===== config.mk =====
export PLATFORM = sky130hd
export DESIGN_NAME = countdown_timer
export DESIGN_NICKNAME = d
export VERILOG_FILES = /design/src/rtl/countdown_timer_pkg.sv /design/src/rtl/countdown_timer_tick_prescaler.sv /design/src/rtl/countdown_timer.sv
export SDC_FILE = /design/constraint.sdc
export NUM_CORES = 1
export LEC_CHECK = 0
export ABC_AREA = 1
export BUFFER_PORTS_ARGS = -buffer_cell sky130_fd_sc_hd__buf_2
export CAP_MARGIN = 40
export CORE_MARGIN = 2
export CORE_UTILIZATION = 55
export CTS_BUF_LIST = sky130_fd_sc_hd__clkbuf_8
export CTS_CLUSTER_SIZE = 25
export DETAILED_ROUTE_END_ITERATION = 8
export PLACE_DENSITY = 0.91
export SYNTH_ARGS = -nofsm -noshare
export SYNTH_HDL_FRONTEND = slang
export SYNTH_SLANG_ARGS = --single-unit

===== constraint.sdc =====
create_clock -name clk -period 4.31 [get_ports clk]
set_input_delay 0.431 -clock clk [delete_from_list [all_inputs] [get_ports clk]]
set_output_delay 0.431 -clock clk [all_outputs]
set_load 0.01 [all_outputs]

===== src/rtl/countdown_timer_pkg.sv =====
// Shared definitions for the countdown timer: FSM state encoding and the
// width of the prescaler counter.
package countdown_timer_pkg;

    typedef enum logic {
        ST_IDLE = 1'b0,
        ST_RUN  = 1'b1
    } state_t;

    localparam int PRESCALER_W = 16;

endpackage


===== src/rtl/countdown_timer_tick_prescaler.sv =====
// Tick prescaler for the countdown timer: counts enabled cycles and raises a
// combinational tick on the last cycle of each PRESCALE-cycle window.
module tick_prescaler
    import countdown_timer_pkg::*;
#(
    parameter int PRESCALE = 1
) (
    input  logic clk,
    input  logic reset,
    input  logic clear,
    input  logic run,
    output logic tick
);

    localparam logic [PRESCALER_W-1:0] LAST = PRESCALER_W'(PRESCALE - 1);

    logic [PRESCALER_W-1:0] r_cnt;

    // Tick is only meaningful while counting is allowed.
    assign tick = run && (r_cnt == LAST);

    // Window counter: restarts on load, freezes while run is low, wraps on tick.
    always_ff @(posedge clk) begin
        if (reset || clear) begin
            r_cnt <= '0;
        end else if (run) begin
            r_cnt <= tick ? '0 : r_cnt + 1'b1;
        end
    end

endmodule


===== src/rtl/countdown_timer.sv =====
// Loadable down-counting timer with a one-cycle terminal-count pulse.
// Optional feature macro: AUTO_RELOAD_EN (reload the start value on expiry
// and keep running instead of stopping).
module countdown_timer
    import countdown_timer_pkg::*;
#(
    parameter int WIDTH    = 32,
    parameter int PRESCALE = 1
) (
    input  logic             clk,
    input  logic             reset,
    input  logic             load,
    input  logic [WIDTH-1:0] load_value,
    input  logic             enable,
    output logic [WIDTH-1:0] count_out,
    output logic             busy,
    output logic             tc
);

`ifdef AUTO_RELOAD_EN
    localparam bit AUTO_RELOAD = 1'b1;
`else
    localparam bit AUTO_RELOAD = 1'b0;
`endif

    state_t           r_state;
    state_t           w_state_next;
    logic [WIDTH-1:0] r_count;
    logic [WIDTH-1:0] w_count_next;
    logic [WIDTH-1:0] r_reload;
    logic [WIDTH-1:0] w_reload_next;
    logic             r_tc;
    logic             w_tc_next;
    logic             w_run;
    logic             w_tick;

    assign w_run = (r_state == ST_RUN) && enable;

    tick_prescaler #(
        .PRESCALE (PRESCALE)
    ) u_prescaler (
        .clk   (clk),
        .reset (reset),
        .clear (load),
        .run   (w_run),
        .tick  (w_tick)
    );

    // State, count, reload and tc registers.
    always_ff @(posedge clk) begin
        if (reset) begin
            r_state  <= ST_IDLE;
            r_count  <= '0;
            r_reload <= '0;
            r_tc     <= 1'b0;
        end else begin
            r_state  <= w_state_next;
            r_count  <= w_count_next;
            r_reload <= w_reload_next;
            r_tc     <= w_tc_next;
        end
    end

    // Next-state logic: load beats tick; expiry either stops or reloads.
    always_comb begin
        w_state_next  = r_state;
        w_count_next  = r_count;
        w_reload_next = r_reload;
        w_tc_next     = 1'b0;
        if (load) begin
            w_reload_next = load_value;
            w_count_next  = load_value;
            w_state_next  = (load_value != '0) ? ST_RUN : ST_IDLE;
        end else if (w_tick) begin
            if (r_count > WIDTH'(1)) begin
                w_count_next = r_count - 1'b1;
            end else if (r_count == WIDTH'(1)) begin
                w_tc_next    = 1'b1;
                w_count_next = AUTO_RELOAD ? r_reload : '0;
                w_state_next = AUTO_RELOAD ? ST_RUN : ST_IDLE;
            end else begin
                // A zero count in RUN cannot arise; fall back to idle.
                w_state_next = ST_IDLE;
            end
        end
    end

    assign count_out = r_count;
    assign busy      = (r_state == ST_RUN);
    assign tc        = r_tc;

endmodule

After elaboration in Yosys (flattened, before gate mapping):

Index checks and enable logic that the tools add are counted.

* register bits after elaboration: 50
* bits of input ports: 36
* output and inout port bits: 34
* word-level logic and storage cells: 30

* add/sub/neg operators: 2
* order comparisons: 1
* equality and inequality tests: 2
* mux-type cells: 10
* bitwise operators: 1
* reduce and logical (&&, ||, !) cells: 10

Operator list (count)
* 32-bit 2-to-1 mux: 4
* 32-bit by 1-bit equality test with 1-bit output (second input constant): 1
* 32-bit by 1-bit greater-than comparator with 1-bit output (second input constant): 1
* 32-bit nonzero test: 1
* 32-bit by 1-bit subtractor with 32-bit output (second input constant): 1
* 16-bit by 1-bit adder with 16-bit output (second input constant): 1
* 16-bit logical NOT: 1
* 16-bit 2-to-1 mux: 1
* 1-bit 2-to-1 mux: 5
* 2-bit AND reduction: 2
* 4-bit OR reduction: 1
* 3-bit nonzero test: 1
* 1-bit logical AND: 2
* 2-bit != test (second input constant): 1
* 2-bit nonzero test: 1
* 1-bit logical OR: 1
* 1-bit inverter: 1

Longest topological paths before layout:

* depth in word-level cells: 5
* mapped depth: 12
* gate-level depth less buffers: 11

By module:

A second synthesis with hierarchy kept.

* cells, all modules: 666
* area total of the unflattened synthesis: 3808.7 um^2

By module, submodules not included
* countdown_timer: times used 1, cells an instance 537, area an instance 2947.8 um^2, seq. area each 680.7 um^2
* tick_prescaler: times used 1, cells an instance 129, area an instance 860.8 um^2, seq. area each 320.3 um^2

Worst setup path after synthesis:

OpenSTA, ideal clock, no wires.

* path type: register to register
* start: reg r_count[0] (netlist: count_out[0])
* end: reg r_count[0] (netlist: count_out[0])
* setup time: 112 ps
* arrival: 1641 ps
* data required time: 4198 ps
* slack: 2556 ps
* stages on the path, launching flop included: 13
* buffers on the path: 2
* clock period less this slack: 1754 ps
* cell sequence: dfxtp_1 -> inv_1 -> ha_1 -> nand2_2 -> nor2_4 -> nand2_2 -> nand2_2 -> nand4_4 -> nand2_4 -> buf_6 -> buf_6 -> nor2_1 -> nor2_2

* longest elaborated chain between the ends: 4
* elaborated cells on any way between the ends: 8
* classes of those cells: 1 x add/sub; 1 x order compare; 1 x eq/ne; 3 x mux; 2 x reduce/logical

RTL lines
* start, declared: RTL line countdown_timer.sv:28 `logic [WIDTH-1:0] r_count;`
* start signal, assigned: RTL line countdown_timer.sv:58 `r_count <= w_count_next;`
* 32-bit by 1-bit subtractor with 32-bit output or 32-bit by 1-bit greater-than comparator with 1-bit output (tied branches): RTL line countdown_timer.sv:76, countdown_timer.sv:75
* 32-bit 2-to-1 mux: RTL line countdown_timer.sv:75 `if (r_count > WIDTH'(1)) begin`
* 32-bit 2-to-1 mux: RTL line countdown_timer.sv:74 `end else if (w_tick) begin`
* 32-bit 2-to-1 mux: RTL line countdown_timer.sv:70 `if (load) begin`

Several ways; a longest one is shown, not always the timed one. The select of a mux whose other input is x is not followed.
A chain may end at the register's enable or synchronous reset.

Final worst setup path:

* start: in load
* end: reg r_count[6] (netlist: count_out[6])

* longest elaborated chain between the ends: 2
* elaborated cells on any way between the ends: 4
* classes of those cells: 1 x mux; 3 x reduce/logical

RTL lines
* start, declared: RTL line countdown_timer.sv:12 `input logic load,`
* 3-bit nonzero test (no source line) or 2-bit nonzero test (tied branches)
* 2-bit AND reduction (no source line)

Several ways; a longest one is shown, not always the timed one.

==> load_flow_metrics.sql <==
INSERT INTO impl_metrics (metric_group, metric, value, unit) VALUES
('critical_path', 'critPathMaxFanout', '49', ''),
('synth', 'edff_count_synth', '0', ''),
('synth', 'synthCells', '630', ''),
('critical_path', 'reg2reg_setup_slack', '1990', 'ps'),
('finish', 'syn_to_final_growth', '12.30', '%'),
('run_status', 'outcome', 'finished clean', ''),
('synth', 'netlist-cell-type-count', '29', ''),
('synth', 'synth.most_common_cell', 'sky130_fd_sc_hd__nand2_1', ''),
('timing', 'worstMarginPinSlew', '647.5', 'ps'),
('power_and_ir_drop', 'fin_total_pwr', '1.180', 'mW'),
('synth', 'post_synth_mux_area_share', '0', ''),
('timing', 'finalClockSkew', '8.263', 'ps'),
('timing', 'grt_setup_unrepaired', 'false', ''),
('synth', 'synth.area.top_cells', 'sky130_fd_sc_hd__dfxtp_1 (28%), sky130_fd_sc_hd__nand2_1 (21%), sky130_fd_sc_hd__nor2_1 (15%), sky130_fd_sc_hd__inv_1 (6.2%), sky130_fd_sc_hd__nand3_1 (6.1%)', ''),
('clock_tree', 'cts_made_buffers', '5', ''),
('timing', 'portion_of_the_clock_cycle_consumed_by_the_worst_path_in_the_final_layout', '0.5863', ''),
('power_and_ir_drop', 'total_leakage_power', '2.027', 'nW'),
('global_route', 'first_global_vias', '3750', ''),
('power_and_ir_drop', 'max-vdd-ir-drop', '0.0001670', 'V'),
('placed_design', 'pre_cts_slack', '1536', 'ps'),
('global_route', 'grtUsageTotal', '0.2721', ''),
('timing', 'maxSlewViolCount', '0', ''),
('synth', 'dominant_combinational_cell_family_by_area_after_synthesis', 'simple AND/OR/NAND/NOR gates', ''),
('synth', 'synth_nets', '670', ''),
('critical_path', 'startpoint_type', 'input port', ''),
('routing', 'detail_route.wl_per_cell', '12.77', 'µm'),
('finish', 'drive_gt1_frac', '0.1505', ''),
('synth', 'synth_compound_area_frac', '0.07143', ''),
('timing', 'fmax', '395.8', 'MHz'),
('routing', 'vias_per_cell', '5.432', ''),
('timing', 'final-hold-violation-count', '0', ''),
('floorplanning', 'core.rowCount', '29', ''),
('floorplanning', 'floorplan.core_area', '6350', 'µm²'),
('synth', 'ys_async_sr_fraction', '0', ''),
('clock_tree', 'post_cts_buffers', '0', ''),
('clock_tree', 'post_cts_resize_count', '0', ''),
('floorplanning', 'die_area', '7191', 'µm²'),
('run', 'max_cap_violations', '0', ''),
('synth', 'synth.top_cells.by_count', 'sky130_fd_sc_hd__nand2_1 (204), sky130_fd_sc_hd__nor2_1 (141), sky130_fd_sc_hd__inv_1 (59)', ''),
('floorplanning', 'dieHeight', '84.80', 'µm'),
('synth', 'synth_area', '3591', 'µm²'),
('power_and_ir_drop', 'power_density', '292.6', 'nW/µm²'),
('critical_path', 'cp_data_arrival_time', '2770', 'ps'),
('hold_path', 'min-delay-path-class', 'input port to register', ''),
('routing', 'detail_route.wirelength', '9.804', 'mm'),
('global_route', 'grt_first_pass_wirelength', '16.15', 'mm'),
('finish', 'finish.utilization', '0.6351', ''),
('placed_design', 'port_buffers', '69', ''),
('timing', 'setup_viol_count_final', '0', ''),
('synth', 'synthFlopType', 'sky130_fd_sc_hd__dfxtp_1', ''),
('clock_tree', 'cts_buffer_depth', '2', ''),
('synth', 'synth_simple_gate_area_frac', '0.5181', ''),
('timing', 'final_critical_path_setup_slack', '1783', 'ps'),
('timing', 'timing.setup.tns', '0', 'ps'),
('clock_tree', 'path_clk_slew', '90', 'ps'),
('timing', 'fin_crit', '2527', 'ps'),
('routing', 'drt-pass1-iter-count', '5', ''),
('synth', 'yosys.area_share.xor_xnor', '0.02683', ''),
('routing', 'dr_total_vias', '4172', ''),
('floorplanning', 'floorplan.io_pins', '70', ''),
('synth', 'syn_area_per_cell', '5.700', 'µm²'),
('finish', 'fillCellCount', '587', ''),
('synth', 'synth-adder-area-share', '0.01394', ''),
('clock_tree', 'clk_latency', '310', 'ps'),
('synth', 'synth_largest_type_area_fraction', '0.2787', ''),
('global_route', 'antenna_found_initial', '0', ''),
('floorplanning', 'chipWidth', '84.80', 'µm'),
('synth', 'synth_top_area_cell', 'sky130_fd_sc_hd__dfxtp_1', ''),
('routing', 'drc', '0', ''),
('placed_design', 'dpl.hpwl', '7.464', 'mm'),
('routing', 'initialDrtViolationCount', '405', '');
## cell usage in the layout (no fill, tap or decap), types with 8 or more instances in the layout
cell type                 instances
sky130_fd_sc_hd__buf_2           69
sky130_fd_sc_hd__inv_1           59
sky130_fd_sc_hd__nor2_1         141
sky130_fd_sc_hd__xor2_1           9
sky130_fd_sc_hd__nor2_2          12
sky130_fd_sc_hd__nand2_1        204
sky130_fd_sc_hd__dfxtp_1         50
sky130_fd_sc_hd__nand4_1          8
sky130_fd_sc_hd__a21oi_1         18
sky130_fd_sc_hd__nand3_1         44
sky130_fd_sc_hd__o21ai_0         29
## metrics by stage
step / std cells / hold WS [ps] / area, µm²
CTS: 768 / 335.7 / 4033
global route: 768 / 332.8 / 4033
detailed placement: 760 / 471.7 / 3943
finish: 768 / 337.4 / 4033
floorplan: 630 / 442.2 / 3591
global placement: 760 / 458.0 / 3943
## per-layer routing
metal	part of all wire	wire length (µm)	GRT usage
met1	0.42	4139	0.3439
met2	0.47	4581	0.4646
met3	0.082	804	0.04228
met4	0.028	279	0.1068
met5	0	0	0
## layout make-up
type / instances / area, µm² / area share
clock buffer: 5 / 68.82 / 0.01706
clock inverter: 3 / 21.27 / 0.005275
inverter: 61 / 229.0 / 0.05678
multi-input combinational: 502 / 2263 / 0.5613
sequential: 50 / 1001 / 0.2482
tap: 77 / 96.34 / 0.02389
timing repair buffer: 70 / 352.8 / 0.08750
## critical path, cell delays in order
cell and delay, ps:
sky130_fd_sc_hd__buf_2 450, sky130_fd_sc_hd__clkinv_1 450, sky130_fd_sc_hd__nand2_1 630, sky130_fd_sc_hd__nand2_4 440, sky130_fd_sc_hd__nand2_1 160, sky130_fd_sc_hd__nand2_1 60
sky130_fd_sc_hd__nor2_1 120
## cell families (layout without fill, tap and decap cells)
| logic type | Yosys count | count (layout) |
|---|---|---|
| simple gates | 437 | 437 |
| buf+inv | 78 | 139 |
| compound gates | 50 | 50 |
| flops | 50 | 50 |
| xor+xnor | 11 | 11 |
| fa+ha+maj | 4 | 4 |
## state kept, by name, summed over array words and instances (netlist names)
name               flops
u_prescaler.r_cnt     16
count_out             32
tc                     1
busy                   1
## power breakdown
group,total (mW),internal (mW),leakage (nW),switching [mW]
Combinational,0.369,0.126,1.57,0.244
Sequential,0.529,0.490,0.411,0.0391
Clock,0.282,0.114,0.0441,0.167
Total,1.18,0.730,2.03,0.450
## worst paths after layout
kind / startpoint / endpoint / depth (start not counted)
setup / recovery: load / count_out[6] / 7
hold / removal: reset / busy / 2
setup reg to reg: u_prescaler.r_cnt[0] / count_out[6] / 10
hold reg to reg: u_prescaler.r_cnt[9] / u_prescaler.r_cnt[9] / 1
No activity file was read; power rests on OpenSTA's default activity.
